==> src/rtl/conv_frame_loader_if.sv <==
// rtl/conv_frame_loader_if.sv - pixel stream and convolution-core launch signals of the frame loader
interface conv_frame_loader_if #(
  parameter int DW   = 8,
  parameter int ROWS = 8,
  parameter int COLS = 8
);
  localparam int N = ROWS * COLS;

  logic                 s_valid;
  logic signed [DW-1:0] s_data;
  logic                 s_last;
  logic                 s_ready;
  logic [N*DW-1:0]      frame_data;
  logic                 conv_start;
  logic                 conv_done;
  logic                 conv_busy;

  modport master (
    output s_valid, s_data, s_last, conv_done,
    input  s_ready, frame_data, conv_start, conv_busy
  );

  modport slave (
    input  s_valid, s_data, s_last, conv_done,
    output s_ready, frame_data, conv_start, conv_busy
  );
endinterface

==> src/rtl/conv_frame_loader.sv <==
// rtl/conv_frame_loader.sv - ping-pong frame assembler feeding the 8x8 convolution core
module conv_frame_loader #(
  parameter int DW   = 8,
  parameter int ROWS = 8,
  parameter int COLS = 8
) (
  input  logic               clk,
  input  logic               reset,
  conv_frame_loader_if.slave bus,
  output logic               err_short,
  output logic               err_long,
  output logic [15:0]        frame_cnt
);
  localparam int N  = ROWS * COLS;
  localparam int PW = $clog2(N);
  localparam logic [PW-1:0] LAST_IDX = PW'(N - 1);

  typedef enum logic {FILL, DROP} fill_state_e;
  typedef enum logic {IDLE, RUN}  launch_state_e;

  fill_state_e   fill_state_q, fill_state_d;
  launch_state_e launch_state_q, launch_state_d;

  logic [DW-1:0] bank_q [2][N];
  logic [DW-1:0] bank_d [2][N];
  logic [1:0]    bank_full_q, bank_full_d;
  logic          fill_sel_q, fill_sel_d;
  logic          launch_sel_q, launch_sel_d;
  logic          pres_sel_q, pres_sel_d;
  logic          shown_q, shown_d;
  logic [PW-1:0] wr_ptr_q, wr_ptr_d;
  logic          err_short_q, err_short_d;
  logic          err_long_q, err_long_d;
  logic [15:0]   frame_cnt_q, frame_cnt_d;

  logic [1:0]      occupied;
  logic [1:0]      full_set;
  logic [1:0]      full_clr;
  logic            s_ready;
  logic            beat;
  logic            conv_start;
  logic            disp_sel;
  logic [N*DW-1:0] frame_flat;

  // A bank is unavailable to the filler while it waits to launch or is being convolved.
  always_comb begin
    occupied = bank_full_q;
    if (launch_state_q == RUN) occupied[pres_sel_q] = 1'b1;
  end

  assign s_ready = (fill_state_q == DROP) || !occupied[fill_sel_q];
  assign beat    = bus.s_valid && s_ready;

  always_comb begin
    fill_state_d = fill_state_q;
    fill_sel_d   = fill_sel_q;
    wr_ptr_d     = wr_ptr_q;
    bank_d       = bank_q;
    err_short_d  = 1'b0;
    err_long_d   = 1'b0;
    full_set     = 2'b00;
    case (fill_state_q)
      FILL: begin
        if (beat) begin
          bank_d[fill_sel_q][wr_ptr_q] = bus.s_data;
          if (wr_ptr_q == LAST_IDX) begin
            full_set[fill_sel_q] = 1'b1;
            fill_sel_d           = ~fill_sel_q;
            wr_ptr_d             = '0;
            if (!bus.s_last) begin
              err_long_d   = 1'b1;
              fill_state_d = DROP;
            end
          end else if (bus.s_last) begin
            err_short_d = 1'b1;
            wr_ptr_d    = '0;
          end else begin
            wr_ptr_d = wr_ptr_q + PW'(1);
          end
        end
      end
      DROP: begin
        if (beat && bus.s_last) fill_state_d = FILL;
      end
      default: fill_state_d = FILL;
    endcase
  end

  // Banks launch in alternation, which matches the alternating fill order.
  always_comb begin
    launch_state_d = launch_state_q;
    launch_sel_d   = launch_sel_q;
    pres_sel_d     = pres_sel_q;
    shown_d        = shown_q;
    frame_cnt_d    = frame_cnt_q;
    conv_start     = 1'b0;
    full_clr       = 2'b00;
    case (launch_state_q)
      IDLE: begin
        if (bank_full_q[launch_sel_q]) begin
          conv_start             = 1'b1;
          full_clr[launch_sel_q] = 1'b1;
          pres_sel_d             = launch_sel_q;
          launch_sel_d           = ~launch_sel_q;
          shown_d                = 1'b1;
          frame_cnt_d            = frame_cnt_q + 16'd1;
          launch_state_d         = RUN;
        end
      end
      RUN: begin
        if (bus.conv_done) launch_state_d = IDLE;
      end
      default: launch_state_d = IDLE;
    endcase
  end

  assign bank_full_d = (bank_full_q & ~full_clr) | full_set;

  always_ff @(posedge clk) begin
    if (reset) begin
      fill_state_q   <= FILL;
      launch_state_q <= IDLE;
      bank_full_q    <= 2'b00;
      fill_sel_q     <= 1'b0;
      launch_sel_q   <= 1'b0;
      pres_sel_q     <= 1'b0;
      shown_q        <= 1'b0;
      wr_ptr_q       <= '0;
      err_short_q    <= 1'b0;
      err_long_q     <= 1'b0;
      frame_cnt_q    <= 16'd0;
    end else begin
      fill_state_q   <= fill_state_d;
      launch_state_q <= launch_state_d;
      bank_full_q    <= bank_full_d;
      fill_sel_q     <= fill_sel_d;
      launch_sel_q   <= launch_sel_d;
      pres_sel_q     <= pres_sel_d;
      shown_q        <= shown_d;
      wr_ptr_q       <= wr_ptr_d;
      err_short_q    <= err_short_d;
      err_long_q     <= err_long_d;
      frame_cnt_q    <= frame_cnt_d;
    end
  end

  // Pixel storage carries no reset; emptiness is tracked by bank_full_q and the launch state.
  always_ff @(posedge clk) begin
    bank_q <= bank_d;
  end

  assign disp_sel = conv_start ? launch_sel_q : pres_sel_q;

  always_comb begin
    frame_flat = '0;
    if (shown_q || conv_start) begin
      for (int i = 0; i < N; i++) begin
        frame_flat[i*DW +: DW] = bank_q[disp_sel][i];
      end
    end
  end

  assign bus.s_ready    = s_ready;
  assign bus.conv_start = conv_start;
  assign bus.conv_busy  = (launch_state_q == RUN);
  assign bus.frame_data = frame_flat;
  assign err_short      = err_short_q;
  assign err_long       = err_long_q;
  assign frame_cnt      = frame_cnt_q;
endmodule

==> src/flat_wrapper.sv <==
// flat-port wrapper written by rule: the top's interface ports become plain ports
module conv_frame_loader_flat 
#(
  parameter int DW   = 8,
  parameter int ROWS = 8,
  parameter int COLS = 8
)
  (clk, reset, err_short, err_long, frame_cnt, bus_s_valid, bus_s_data, bus_s_last, bus_conv_done, bus_s_ready, bus_frame_data, bus_conv_start, bus_conv_busy);
  conv_frame_loader_if #(.DW(DW), .ROWS(ROWS), .COLS(COLS)) bus_i ();
  input  logic clk;
  input  logic reset;
  output logic err_short;
  output logic err_long;
  output logic [15:0] frame_cnt;
  input wire logic [$bits(bus_i.s_valid)-1:0] bus_s_valid;
  input wire logic [$bits(bus_i.s_data)-1:0] bus_s_data;
  input wire logic [$bits(bus_i.s_last)-1:0] bus_s_last;
  input wire logic [$bits(bus_i.conv_done)-1:0] bus_conv_done;
  output wire logic [$bits(bus_i.s_ready)-1:0] bus_s_ready;
  output wire logic [$bits(bus_i.frame_data)-1:0] bus_frame_data;
  output wire logic [$bits(bus_i.conv_start)-1:0] bus_conv_start;
  output wire logic [$bits(bus_i.conv_busy)-1:0] bus_conv_busy;
  assign bus_i.s_valid = bus_s_valid;
  assign bus_i.s_data = bus_s_data;
  assign bus_i.s_last = bus_s_last;
  assign bus_i.conv_done = bus_conv_done;
  assign bus_s_ready = bus_i.s_ready;
  assign bus_frame_data = bus_i.frame_data;
  assign bus_conv_start = bus_i.conv_start;
  assign bus_conv_busy = bus_i.conv_busy;
  conv_frame_loader #(.DW(DW), .ROWS(ROWS), .COLS(COLS)) u_core (.clk(clk), .reset(reset), .bus(bus_i), .err_short(err_short), .err_long(err_long), .frame_cnt(frame_cnt));
endmodule
==> config.mk <==
export PLATFORM = sky130hd
export DESIGN_NAME = conv_frame_loader_flat
export DESIGN_NICKNAME = d
export VERILOG_FILES = /design/src/rtl/conv_frame_loader_if.sv /design/src/rtl/conv_frame_loader.sv /design/src/flat_wrapper.sv
export SDC_FILE = /design/constraint.sdc
export NUM_CORES = 1
export LEC_CHECK = 0
export ABC_AREA = 1
export CAP_MARGIN = 10
export CORE_AREA = 2 2 398 400
export DETAILED_ROUTE_END_ITERATION = 12
export DIE_AREA = 0 0 400 402
export MAX_ROUTING_LAYER = met4
export PLACE_DENSITY = 0.52
export SYNTH_ARGS = -nofsm -noshare
export SYNTH_HDL_FRONTEND = slang
export SYNTH_SLANG_ARGS = --single-unit
==> constraint.sdc <==
create_clock -name clk -period 2.3 [get_ports clk]
set_clock_uncertainty 0.15 [all_clocks]
set_input_delay 0.23 -clock clk [delete_from_list [all_inputs] [get_ports clk]]
set_output_delay 0.23 -clock clk [all_outputs]
set_load 0.02 [all_outputs]
# Word level (Yosys, flattened, before mapping)

Cells that the tools add are included.
W data, S select, Z words.

ROM bits: 0
Memories kept: 0
Bits in latches: 0
RAM bits: 0
Bits in registers: 1056
Output and inout bits: 533
Input bits: 13

Shift operators: 0
$lt $le $gt $ge: 11
Bitwise operators: 12
Muxes and demuxes: 38
Reductions and logical operators: 15
$add $sub $neg: 2
Equality and inequality tests: 1
$mul: 0
Div/mod/pow operators: 0

Operators by type and width:

| operator                | number |
|---|---|
| $mux W512               | 5 |
| $bwmux W1024            | 1 |
| $demux W512 S1          | 1 |
| $demux W8 S6            | 1 |
| $add A16 B1 Y16 const B | 1 |
| $mux W1                 | 16 |
| $mux W2                 | 6 |
| $mux W6                 | 2 |
| $mux W8                 | 1 |
| $ge A7 B7 Y1 const B    | 1 |
| $logic_and A1 B1 Y1     | 7 |
| $lt A7 B1 Y1 const B    | 1 |
| $not A6 Y7              | 1 |
| $add A6 B1 Y6 const B   | 1 |
| $eq A6 B6 Y1 const B    | 1 |
| $lt A1 B2 Y1 const B    | 3 |
| $not A1 Y1              | 5 |
| $ge A2 B2 Y1 const B    | 2 |
| $not A1 Y2              | 2 |
| $or A2 B2 Y2            | 2 |
| $pmux W1 S2             | 2 |
| $reduce_and A2 Y1       | 2 |
| $reduce_or A4 Y1        | 1 |
| $demux W1 S1            | 3 |
| 8 further kinds         | 11 |

# Longest topological paths before layout

Depth in word-level cells: 14
Mapped depth: 10
Mapped depth without buffers: 10

# Worst setup path after synthesis

No wires, ideal clock.

Path type: reg2reg
From: register u_core.launch_state_q (netlist: u_core.bus.conv_busy)
To: register u_core.bank_q[512] (netlist name), enable pin
Library setup time: 0.370 ns
Required time: 1.780 ns
Path slack: 0.158 ns
Cell stages (with the launch flop): 9
Path buffers: 1
Arrival time: 1.622 ns
Clock period less this slack: 2.142 ns
Cells stage by stage: dfxtp_1 -> a21oi_1 -> nand2_1 -> nand2_2 -> nand3_2 -> inv_2 -> nand2_2 -> buf_2 -> nor2_1

Longest elaborated chain between the ends: 7

RTL lines:

| item                                       | RTL line                 | RTL |
|---|---|---|
| start, declared                            | conv_frame_loader.sv:22  | `launch_state_e launch_state_q, launch_state_d;` |
| start signal, assigned                     | conv_frame_loader.sv:134 | `launch_state_q <= launch_state_d;` |
| $mux W2                                    | conv_frame_loader.sv:48  | `if (launch_state_q == RUN) occupied[pres_sel_q] = 1'b1;` |
| $mux W1 (implied by the code) (2 in a row) | conv_frame_loader.sv:51  | `assign s_ready = (fill_state_q == DROP) \|\| !occupied[fill_sel_q];` |
| $logic_not A1 Y1                           | conv_frame_loader.sv:51  |  |
| $logic_or A1 B1 Y1                         | conv_frame_loader.sv:51  |  |
| $logic_and A1 B1 Y1                        | conv_frame_loader.sv:52  | `assign beat = bus.s_valid && s_ready;` |
| $reduce_and A2 Y1 (no line)                | --                       |  |
| end signal, assigned                       | conv_frame_loader.sv:149 | `bank_q <= bank_d;` |
| end, declared                              | conv_frame_loader.sv:24  | `logic [DW-1:0] bank_q [2][N];` |

No other way between the ends. The select of a mux whose other input is x is not followed.
A chain may end at the register's enable or synchronous reset.

# Worst setup path in the final report

From: register u_core.launch_state_q (netlist: u_core.bus.conv_busy)
To: output port bus_frame_data[146]

Longest elaborated chain between the ends: 7
Elaborated cells on any way between the ends: 8

RTL lines:

| item                             | RTL line                 | RTL |
|---|---|---|
| $mux W1 (*)                      | conv_frame_loader.sv:98  | `case (launch_state_q)` |
| $mux W1                          | conv_frame_loader.sv:152 | `assign disp_sel = conv_start ? launch_sel_q : pres_sel_q;` |
| $not A1 Y2 (implied by the code) | conv_frame_loader.sv:158 | `frame_flat[i*DW +: DW] = bank_q[disp_sel][i];` |
| $mux W512 (3 in a row)           | --                       |  |
| $mux W512 (*)                    | conv_frame_loader.sv:156 | `if (shown_q \|\| conv_start) begin` |
| end, declared                    | flat_wrapper.sv:20       | `output wire logic [$bits(bus_i.frame_data)-1:0] bus_frame_data;` |

Mark *: on every way between the ends. The rest lies on a longest branch, timed or not. The select of a mux whose other input is x is not followed.

==> run summary <==
status: complete, but fails checks
failing checks: negative setup slack
DRT Wirelength: 139 mm
clk slew on worst S/H paths: 60 ps
Area contributors post-synth: edfxtp_1 76%, nor2_1 11%, o21ai_0 5.4%
FFs w/ async S/R, synth: 0
die extent in x: 400 um
final period demand of the worst path: 3060 ps
All-Layer GR Usage: 0.171
Synth warnings: 0
distinct cell type count after synthesis: 29
syn avg cell area: 12.7 um2
Commonest cells post-synth: 1195 x nor2_1, 1024 x edfxtp_1, 439 x o21ai_0
Max IR drop VDD: 0.508 mV
Via Count: 27900
final hold violations: 0
Seq/Total Area, Yosys: 0.777
Final HPWL DP: 89.3 mm
Int Pwr: 31.2 mW
worst r2r path cells: 10
crit path DAT: 2680 ps
critical path type: reg -> out
initial antenna violation count: 4
# setup viols final: 535
worst slew pin tran: 614 ps
Slew headroom: 0.591
Worst Hold Class: in -> reg
Synth Cell Area: 40400 um2
CTS Sinks: 1056
R2R Setup Slk: -90 ps
die area: 161000 um2
#FFs+latches synth: 1056
core area: 157000 um2
worst setup path startpoint: u_core.bus.conv_busy
f_max: 0.327 GHz
antenna violation net count after detailed routing: 0
PortBufs: 545
Pwr Total: 39.3 mW
number of global-route vias before repair: 27000
Post-synth top flop: edfxtp_1
largest net degree at the start of global routing: 61
CTS Buf Count: 115
Post-synth EDFFs: 1024
most common cell in the netlist: nor2_1
row cnt: 146
GR Overflow Total: 0
unrepaired setup endpoints after global routing: yes
Clock power frac: 0.446
Ports: 546
filler cell count: 15500
Switching Fraction: 0.208
Post-route DRC: 0
Worst-Skew Late Latency: 740 ps
Final #Nets: 4102
vias per cell: 4.47
Post-Layout Cell Count: 6244
Initial Util: 0.257
PwrDens: 710 nW/um2
1st-iter DRT viols: 2052
Yosys top cell area share: 0.762
die height: 402 um
layout cells sized above 1: 0.218
Flop pwr share: 0.536
routed length per instance: 22.2 um
H-tree lvl count: 3
Placer Congestion: 0.799
placed instance area: 51300 um2
final worst-path cycle share: 1.33
dpl cells: 5999
Final Instance Area: 55400 um2
TritonRoute pass-1 iters: 5
switching pwr: 8.17 mW
Post-Syn Nets: 3205
dpl ws: -418 ps
RR Startpoint: u_core.bus.conv_busy
Req. time, crit path: 1920 ps
Worst Setup EP: bus_frame_data[146]
CTS tree: yes
CTS Root Buffer Type: clkbuf_16
Slew Viols, Final: 0
setup ws final: -759 ps
reg2reg end: u_core.bank_q[901]
max-cap violation count: 0
largest area contributor in the netlist: edfxtp_1
Layout area overhead: 37.3%
Crit Path Max Fanout: 23
Combinational Power Share: 0.017
global-route wire length before repair: 194 mm
Longest Clk Path Bufs: 3
Mapped Cells: 3190
crit start category: register
Static Leak: 20.3 nW
TNS Setup: -313720 ps
CP endpoint kind: output port
logic make-up (layout without fill, tap and decap cells):
family | count (synthesis) | in the layout | synth area share
AO/OA/AOI/OAI | 541 | 541 | 0.0672
adder cells (fa/ha/maj) | 2 | 2 | 0.000620
AND/OR/NAND/NOR | 1364 | 1364 | 0.129
flip-flops | 1056 | 1056 | 0.777
buffers and inverters | 226 | 1206 | 0.0252
XOR/XNOR | 1 | 1 | 0.000217
other | 0 | 2 | 0
routing by layer:
| layer | vias to the layer above | share of wire | track usage |
|---|---|---|---|
| met1 | 13900 | 0.42 | 0.212 |
| met5 | - | 0 | - |
| li1 | 13000 | - | - |
| met4 | 0 | 0.027 | 0.0506 |
| met2 | 823 | 0.50 | 0.283 |
| met3 | 185 | 0.055 | 0.0300 |
worst min path at each step:
stage                                   start             endpoint  slack [ps]  depth (start not counted)
after floorplan                 bus_s_data[0]     u_core.bank_q[0]         180                          0
after global placement    u_core.frame_cnt[0]  u_core.frame_cnt[0]         330                          1
after detailed placement  u_core.frame_cnt[0]  u_core.frame_cnt[0]         340                          1
after CTS                          bus_s_last     u_core.err_short          30                          3
after global routing               bus_s_last     u_core.err_short          50                          3
final                                   reset  u_core.frame_cnt[4]         110                          3
cell type report:
class | count | area [um2] | share of cell area
Antenna cell | 2 | 5.00 | 0.0000903
Clock buffer | 139 | 2970 | 0.0535
Clock inverter | 61 | 546 | 0.00984
Inverter | 38 | 165 | 0.00298
Multi-Input combinational cell | 1908 | 8280 | 0.149
Sequential cell | 1056 | 31400 | 0.566
Tap cell | 2072 | 2590 | 0.0468
Timing Repair Buffer | 968 | 9480 | 0.171
state kept, by name (all words and copies together) (netlist names):
signal,flops
u_core.bank_full_q,2
u_core.bank_q,1024
u_core.bus.conv_busy,1
u_core.err_long,1
u_core.err_short,1
u_core.fill_sel_q,1
u_core.fill_state_q,1
u_core.frame_cnt,16
u_core.launch_sel_q,1
u_core.pres_sel_q,1
u_core.shown_q,1
u_core.wr_ptr_q,6
worst max-delay path: stages (launching register included):
cell,delay [ps]
dfxtp_2,340
inv_4,70
nand3_4,90
nand2_4,100
nand2_8,100
inv_8,110
bufbuf_16,300
buf_12,170
nor2_1,50
nor2_1,220
dlygate4sd2_1,370
repair_timing:
item	CTS	global route
hold buffers	9	0
setup endpoints to repair	541	792
endpoints found under the hold margin	363	0
gates cloned	10	8
buffers inserted	6	10
pin swaps	19	26
gates resized for setup	756	476
cells in the final DEF (no fill, tap or decap), types with 17 or more instances in the layout:
master	n
buf_16	17
o21ai_1	90
clkbuf_1	24
clkinv_1	24
dlygate4sd2_1	292
clkdlybuf4s50_1	25
buf_4	429
clkbuf_16	121
clkdlybuf4s15_2	38
nor2_1	1106
clkinv_2	17
buf_12	69
inv_1	32
nand2_1	124
o21ai_0	433
nor2_2	87
dfxtp_1	29
buf_6	43
edfxtp_1	1024
power groups by stage:
| stage | Sequential [mW] | Clock, mW | Combinational, mW |
|---|---|---|---|
| floorplan | 21.5 | 0 | 0.0621 |
| global placement | 21.5 | 0 | 0.689 |
| detailed placement | 21.5 | 0 | 0.701 |
| CTS | 21.1 | 18.0 | 0.713 |
| global route | 21.1 | 18.7 | 0.735 |
| finish | 21.1 | 17.6 | 0.685 |
metrics by stage:
stage | utilization | hold slack (ps)
6_report | 0.353 | 107
5_1_grt | 0.353 | 50.7
4_1_cts | 0.351 | 29.8
3_5_place_dp | 0.326 | 342
3_3_place_gp | 0.326 | 330
2_1_floorplan | - | 179
No activity file was read; power rests on OpenSTA's default activity.
